===== src/rtl/adder_seq.sv =====
`default_nettype none
// ============================================================================
// Module   : adder_seq
// Function : Slices a WORDSIZE add/subtract into DATASIZE passes through an
//            external ripple adder and latches the result with 8085 flags.
// Revision : 1.0  initial release
// ============================================================================
module adder_seq #(
  parameter int DATASIZE = 8,
  parameter int WORDSIZE = 16
) (
  input  logic                iClock,
  input  logic                iReset,
  input  logic                iStart,
  input  logic                iSub,
  input  logic                iUseC,
  input  logic                iCin,
  input  logic [WORDSIZE-1:0] iOpA,
  input  logic [WORDSIZE-1:0] iOpB,
  output logic [DATASIZE-1:0] oAddA,
  output logic [DATASIZE-1:0] oAddB,
  output logic [DATASIZE-1:0] oAddC,
  input  logic [DATASIZE-1:0] iAddS,
  input  logic [DATASIZE-1:0] iAddC,
  output logic [WORDSIZE-1:0] oResult,
  output logic                oCY,
  output logic                oZ,
  output logic                oS,
  output logic                oAC,
  output logic                oP,
  output logic                oBusy,
  output logic                oDone
);

  localparam int c_PASSES = WORDSIZE / DATASIZE;
  localparam int c_IDX_W  = (c_PASSES > 1) ? $clog2(c_PASSES) : 1;
  localparam logic [c_IDX_W-1:0] c_LAST = c_IDX_W'(c_PASSES - 1);
  localparam int c_AC_BIT = (DATASIZE > 3) ? 3 : DATASIZE - 1;
  localparam int c_PBITS  = (WORDSIZE < 8) ? WORDSIZE : 8;

  localparam logic [1:0] c_ST_IDLE = 2'd0;
  localparam logic [1:0] c_ST_RUN  = 2'd1;
  localparam logic [1:0] c_ST_DONE = 2'd2;

  logic [1:0]          r_state;
  logic [1:0]          w_state_next;
  logic [c_IDX_W-1:0]  r_idx;
  logic                r_carry;
  logic                r_c3;
  logic                r_sub;
  logic [WORDSIZE-1:0] r_op_a;
  logic [WORDSIZE-1:0] r_op_b;
  logic [DATASIZE-1:0] r_acc_sl [c_PASSES];
  logic [DATASIZE-1:0] w_a_sl   [c_PASSES];
  logic [DATASIZE-1:0] w_b_sl   [c_PASSES];
  logic [WORDSIZE-1:0] w_new_result;
  logic                w_last;
  logic                w_c3;

  logic [WORDSIZE-1:0] r_result;
  logic                r_cy;
  logic                r_z;
  logic                r_s;
  logic                r_ac;
  logic                r_p;

  // Only the slice MSB carry and the bit-3 half carry matter here.
  logic w_unused_addc;
  assign w_unused_addc = ^iAddC;

  assign w_last = (r_idx == c_LAST);
  assign w_c3   = (r_idx == '0) ? iAddC[c_AC_BIT] : r_c3;

  for (genvar g = 0; g < c_PASSES; g++) begin : g_slice
    assign w_a_sl[g] = r_op_a[g*DATASIZE +: DATASIZE];
    assign w_b_sl[g] = r_op_b[g*DATASIZE +: DATASIZE];
    // The slice being computed this cycle comes straight from the adder.
    assign w_new_result[g*DATASIZE +: DATASIZE] =
      (r_idx == c_IDX_W'(g)) ? iAddS : r_acc_sl[g];

    always_ff @(posedge iClock or negedge iReset) begin
      if (!iReset) begin
        r_acc_sl[g] <= '0;
      end else if (r_state == c_ST_RUN && r_idx == c_IDX_W'(g)) begin
        r_acc_sl[g] <= iAddS;
      end
    end
  end

  // State register
  always_ff @(posedge iClock or negedge iReset) begin
    if (!iReset) begin
      r_state <= c_ST_IDLE;
    end else begin
      r_state <= w_state_next;
    end
  end

  // Next-state logic
  always_comb begin
    w_state_next = r_state;
    case (r_state)
      c_ST_IDLE: if (iStart) w_state_next = c_ST_RUN;
      c_ST_RUN:  if (w_last) w_state_next = c_ST_DONE;
      c_ST_DONE: w_state_next = c_ST_IDLE;
      default:   w_state_next = c_ST_IDLE;
    endcase
  end

  // Output logic: adder drive is quiet outside RUN
  always_comb begin
    oAddA = '0;
    oAddB = '0;
    oAddC = '0;
    oBusy = 1'b0;
    oDone = 1'b0;
    case (r_state)
      c_ST_RUN: begin
        oAddA = w_a_sl[r_idx];
        oAddB = w_b_sl[r_idx] ^ {DATASIZE{r_sub}};
        oAddC = {{(DATASIZE-1){1'b0}}, r_carry};
        oBusy = 1'b1;
      end
      c_ST_DONE: begin
        oBusy = 1'b1;
        oDone = 1'b1;
      end
      default: ;
    endcase
  end

  // Operand capture, carry chaining and result/flag latch
  always_ff @(posedge iClock or negedge iReset) begin
    if (!iReset) begin
      r_idx    <= '0;
      r_carry  <= 1'b0;
      r_c3     <= 1'b0;
      r_sub    <= 1'b0;
      r_op_a   <= '0;
      r_op_b   <= '0;
      r_result <= '0;
      r_cy     <= 1'b0;
      r_z      <= 1'b0;
      r_s      <= 1'b0;
      r_ac     <= 1'b0;
      r_p      <= 1'b0;
    end else begin
      case (r_state)
        c_ST_IDLE: begin
          if (iStart) begin
            r_op_a  <= iOpA;
            r_op_b  <= iOpB;
            r_sub   <= iSub;
            r_idx   <= '0;
            // Subtract runs as A + ~B + 1, so "no borrow" is carry-in 1.
            r_carry <= iSub ^ (iUseC & iCin);
          end
        end
        c_ST_RUN: begin
          r_carry <= iAddC[DATASIZE-1];
          if (r_idx == '0) r_c3 <= iAddC[c_AC_BIT];
          if (w_last) begin
            r_idx    <= '0;
            r_result <= w_new_result;
            r_cy     <= iAddC[DATASIZE-1] ^ r_sub;
            r_ac     <= w_c3 ^ r_sub;
            r_z      <= (w_new_result == '0);
            r_s      <= w_new_result[WORDSIZE-1];
            r_p      <= ~^w_new_result[c_PBITS-1:0];
          end else begin
            r_idx <= r_idx + 1'b1;
          end
        end
        default: ;
      endcase
    end
  end

  assign oResult = r_result;
  assign oCY     = r_cy;
  assign oZ      = r_z;
  assign oS      = r_s;
  assign oAC     = r_ac;
  assign oP      = r_p;

endmodule
`default_nettype wire


===== config.mk =====
export PLATFORM = sky130hd
export DESIGN_NAME = adder_seq
export DESIGN_NICKNAME = d
export VERILOG_FILES = /design/src/rtl/adder_seq.sv
export SDC_FILE = /design/constraint.sdc
export NUM_CORES = 1
export LEC_CHECK = 0
export BUFFER_PORTS_ARGS = -buffer_cell sky130_fd_sc_hd__buf_2
export CAP_MARGIN = 40
export CORE_MARGIN = 2
export CORE_UTILIZATION = 30
export CTS_CLUSTER_SIZE = 12
export DETAILED_ROUTE_END_ITERATION = 12
export GPL_TIMING_DRIVEN = 0
export REMOVE_ABC_BUFFERS = 1
export SLEW_MARGIN = 20
export SYNTH_ARGS = -nofsm -noshare
export SYNTH_HDL_FRONTEND = slang
export SYNTH_SLANG_ARGS = --single-unit

===== constraint.sdc =====
create_clock -name iClock -period 2.1 [get_ports iClock]
set_input_delay 0.21 -clock iClock [delete_from_list [all_inputs] [get_ports iClock]]
set_output_delay 0.21 -clock iClock [all_outputs]
set_load 0.05 [all_outputs]

# After elaboration in Yosys (flattened, before gate mapping)
# Index checks and enable logic that the tools add are counted.
# totals
reg_bits	75
in_bits	54
out_inout_bits	47
word_cells	61
# classes
addsub	1
order_cmp	1
eq_ne	4
mux	22
bitwise	7
reduce_logical	11
# op_table
op	count
$mux 8	10
$logic_not 16->1	1
$reduce_and 2->1	4
$reduce_xnor 8->1	1
$xor 8x8->8	1
$mux 1	7
$mux 2	2
$ne 2x2->1 const B	2
$pmux 1 s2	2
$pmux 2 s2	1
$xor 1x1->1	3
$eq 2x1->1 const B	1
$eq 2x2->1 const B	1
$ge 2x2->1 const B	1
$logic_and 1x1->1	2
$logic_not 2->1	1
$not 1->2	1
$reduce_bool 2->1	1
$reduce_or 2->1	1
$add 1x1->1 const B	1
$and 1x1->1	1
$not 1->1	1

# Depth between registers and ports, before layout
# depth
depth_word	6
mapped_depth	8
depth_no_buf	5

# Least setup slack after synthesis
# OpenSTA, ideal clock, no wires.
# synth_timing
path_kind	reg2out
from	register r_state[1]
to	output oAddA[0]
arrival_ns	1.753
setup_slack_ns	0.137
path_stages_with_launch	7
cell_sequence	dfrtp_1 -> inv_1 -> ha_1 -> buf_2 -> clkinv_1 -> buf_2 -> nor2_1
# synth_via
elab_chain_len	2
# synth_rtl
element	line	source
start: declaration	45	logic [1:0] r_state;
start signal: assignment	93	r_state <= c_ST_IDLE;
start signal: assignment	95	r_state <= w_state_next;
$eq 2x1->1	117	case (r_state)
$mux 8	117	
end: declaration	20	output logic [DATASIZE-1:0] oAddA,
# No other way between the ends.

# Final worst setup path
# layout_timing
from	register r_state[1]
to	output oAddB[7]
# layout_via
elab_chain_len	2
# layout_rtl
element	line	source
$eq 2x1->1	117	
$mux 8	117	
end: declaration	21	output logic [DATASIZE-1:0] oAddB,
# No other way between the ends.

==> results.py <==
metrics = {
    "logic_synthesis": {
        "avgSynthCellArea_sq_um": 11.6,
        "ys_ff_latch": 66,
        "synth_cells": 276,
        "synth_top_area_cell": "dfrtp_1",
        "synth-edff-count": 0,
        "synthDistinctLibCells": 27,
        "synth_flop_cell": "dfrtp_1",
        "ys_seq_area_frac": 0.514,
        "synth_area_sq_um": 3210,
        "synth_top_area_frac": 0.514,
        "ys_top_cells_by_count": "66 x dfrtp_1, 55 x nand2_1, 43 x mux2_2, 24 x mux2i_1, 17 x nor2_1",
        "synth-async-reset-ratio": 1.00,
        "synth_area_leaders": "dfrtp_1 51%, mux2_2 15%, mux2i_1 7.5%",
        "ys_warn_count": 0,
        "yosysMostFrequentCell": "dfrtp_1",
    },
    "critical_path": {
        "cp_slowest_cell": "dfrtp_1",
        "reg2reg_from": "r_state[0]$_DFFE_PN0P_",
        "arrival_ps": 1750,
        "rr_worst_depth": 4,
        "rrSetupSlack_ps": 230,
        "worst_setup_path_end_kind": "output port",
        "critPathRequiredTime_ps": 1890,
        "cp_top_family": "buffers and inverters",
        "worstPathCellList": "inv_1 -> ha_2 -> clkinv_4 -> nor2_1 -> buf_2",
        "cp_max_fo": 17,
        "cp-start-kind": "register",
        "cp_slowest_stage_delay_ps": 400,
        "worstPathBufferInverterCount": 3,
        "crit_type": "reg -> out",
        "r2r-end": "r_op_b[9]$_DFFE_PN0P_",
    },
    "route": {
        "num_vias": 2217,
        "drt-initial-drc-count": 94,
        "vias_per_cell": 4.41,
        "wl_per_cell_um": 13.3,
        "drc_errors": 0,
        "routed_wl_um": 6700,
        "drt-pass1-iter-count": 4,
        "ant_nets": 0,
    },
    "pwr": {
        "ir_worst_vdd_mv": 0.930,
        "p_per_area_nw_per_um2": 1860,
        "leakage_nw": 1.95,
    },
    "global_route": {
        "grt-ovfl-total": 0,
        "grt_pass1_wl_um": 11100,
        "grtUsageTotal": 0.124,
        "antenna_found_initial": 0,
        "grt_max_degree": 56,
        "grt_pass1_vias": 2229,
    },
    "outcome": {
        "status": "finished clean",
    },
    "hold_path": {
        "holdPathStages": 2,
        "hold_class": "in -> reg",
        "hp-start": "iOpB[15]",
        "worstHoldEndpoint": "r_op_b[15]$_DFFE_PN0P_",
    },
    "timing": {
        "worst_pin_slew_ps": 799,
        "max_freq_ghz": 0.511,
        "rsz0062_at_grt": "false",
        "finalClockSkew_ps": 8.32,
        "finalHoldViolations": 0,
        "slew_viol_final": 0,
        "max-slew-margin-rel": 0.465,
        "post-route-period-util": 0.932,
        "finalSetupViolations": 0,
        "period_needed_ps": 1960,
    },
    "final_layout": {
        "area_delta_synth_final_pct": 23.1,
        "nNetsFinal": 423,
        "fin_util": 0.381,
        "fillers": 1054,
        "regArea_sq_um": 1650,
        "drive_gt1_frac": 0.428,
        "diodes": 0,
        "stdcell_count": 503,
        "multi_input_area_sq_um": 1380,
    },
    "floorplanning": {
        "die_x_um": 107,
        "core_sq_um": 10400,
        "dieArea_sq_um": 11600,
        "die_y_um": 107,
        "rows": 37,
        "initial_core_util": 0.310,
        "pin_count": 101,
    },
    "placement": {
        "port_buffers": 87,
        "dp.cells": 484,
        "globalplace.congestion": 0.701,
        "dp_hpwl_um": 4650,
    },
    "clock_network": {
        "clkSlewWorstSetupHoldPaths_ps": 80,
        "cts_buffer_depth": 2,
        "cts-htree-levels": 3,
        "clock_latency_ps": 340,
        "tritoncts": "yes",
        "clkSinkCount": 66,
        "cts_buffers": 9,
        "cts-root-buf": "clkbuf_8",
    },
    "job": {
        "drv_cap": 0,
    },
}
layout make-up:
cell class              instances  area share
clock buffers                  10      0.0348
clock inverters                 6      0.0165
inverters                       5     0.00601
multi-input cells             188       0.348
flip-flops and latches         66       0.418
well taps                     136      0.0430
repair buffers                 92       0.134
layout by cell type (no fill, tap or decap):
| cell type | count |
|---|---|
| xor2_1 | 10 |
| clkinv_2 | 2 |
| buf_8 | 1 |
| mux2i_1 | 24 |
| inv_1 | 4 |
| ha_2 | 1 |
| buf_2 | 82 |
| nand3_1 | 1 |
| dlygate4sd3_1 | 1 |
| buf_16 | 1 |
| clkinv_4 | 2 |
| clkbuf_4 | 4 |
| xnor2_1 | 4 |
| clkinvlp_4 | 1 |
| conb_1 | 7 |
| mux2_2 | 43 |
| nor4b_1 | 2 |
| ha_1 | 6 |
| nand2_2 | 1 |
| o2bb2ai_1 | 1 |
| nand3_2 | 1 |
| nand2b_1 | 2 |
| and2_1 | 1 |
| buf_12 | 1 |
| dfrtp_2 | 1 |
| o41ai_2 | 1 |
| buf_4 | 2 |
| inv_6 | 1 |
| nor2_1 | 17 |
| nand2_1 | 55 |
| and2_4 | 1 |
| nor2b_1 | 1 |
| dfrtp_1 | 65 |
| clkbuf_8 | 10 |
| a21oi_1 | 5 |
| o21ai_0 | 4 |
| bufinv_16 | 1 |
registers in the layout (all words and copies together), names as in the netlist, 2 cells and up:
register,cells
oResult,16
r_op_a,16
r_op_b,16
r_state,2
r_acc_sl,8
per-layer routing:
layer / global-route usage / part of all wire / vias up / wire length (um)
met3: 0.0460 / 0.079 / 8 / 530
li1: - / - / 1068 / -
met5: 0 / 0 / - / 0
met1: 0.151 / 0.43 / 1059 / 2900
met2: 0.202 / 0.47 / 82 / 3180
met4: 0.0412 / 0.013 / 0 / 88
metrics by stage:
stage	area, sq um	hold slack [ps]	setup TNS, ps	power [mW]	worst slack (ps)
after detailed placement	3700	71.5	-414	6.25	-71.1
after floorplan	3040	-85.6	-1690	5.34	-202
after CTS	3930	73.6	0	7.41	77.2
after global routing	3950	75.3	0	7.85	8.41
after global placement	3650	442	-21200	6.13	-749
final	3950	94.7	0	7.34	143
cell families after synthesis:
logic type      Yosys count  synth area share
buf+inv                  28            0.0654
simple gates             82             0.107
mux                      67             0.225
compound gates           11            0.0218
flops                    66             0.514
fa+ha+maj                 7            0.0273
xor+xnor                 14            0.0382
other cells               1           0.00117
worst max-delay path by stage:
stage	start	endpoint	slack (ps)	cells after the start
after floorplan	r_idx$_DFFE_PN0P_	oAddB[0]	-200	3
after global placement	r_idx$_DFFE_PN0P_	oZ$_DFFE_PN0P_	-750	3
after detailed placement	r_state[1]$_DFFE_PN0P_	oAddB[5]	-70	5
after CTS	r_state[1]$_DFFE_PN0P_	oAddB[5]	80	5
after global routing	r_state[1]$_DFFE_PN0P_	oAddB[5]	8	5
final	r_state[1]$_DFFE_PN0P_	oAddB[7]	140	5
timing repair:
item / 4_1_cts / 5_1_grt
setup buffers: 1 / 0
hold buffers: 1 / 0
resized for setup: 3 / 4
endpoints found under the setup margin: 16 / 4
hold endpoints to repair: 52 / 0
pin swaps: 0 / 0
worst reg2reg max path: cells and delay by family, from the launching register on:
family / cells / cell delay [ps]
buf+inv: 1 / 80
fa+ha+maj: 1 / 260
mux: 1 / 440
simple gates: 1 / 610
flops: 1 / 380
power by group:
group / internal (mW) / switching (mW)
clock: 0.583 / 0.516
combinational: 1.40 / 2.57
sequential: 1.90 / 0.368
No activity file was read; power rests on OpenSTA's default activity.
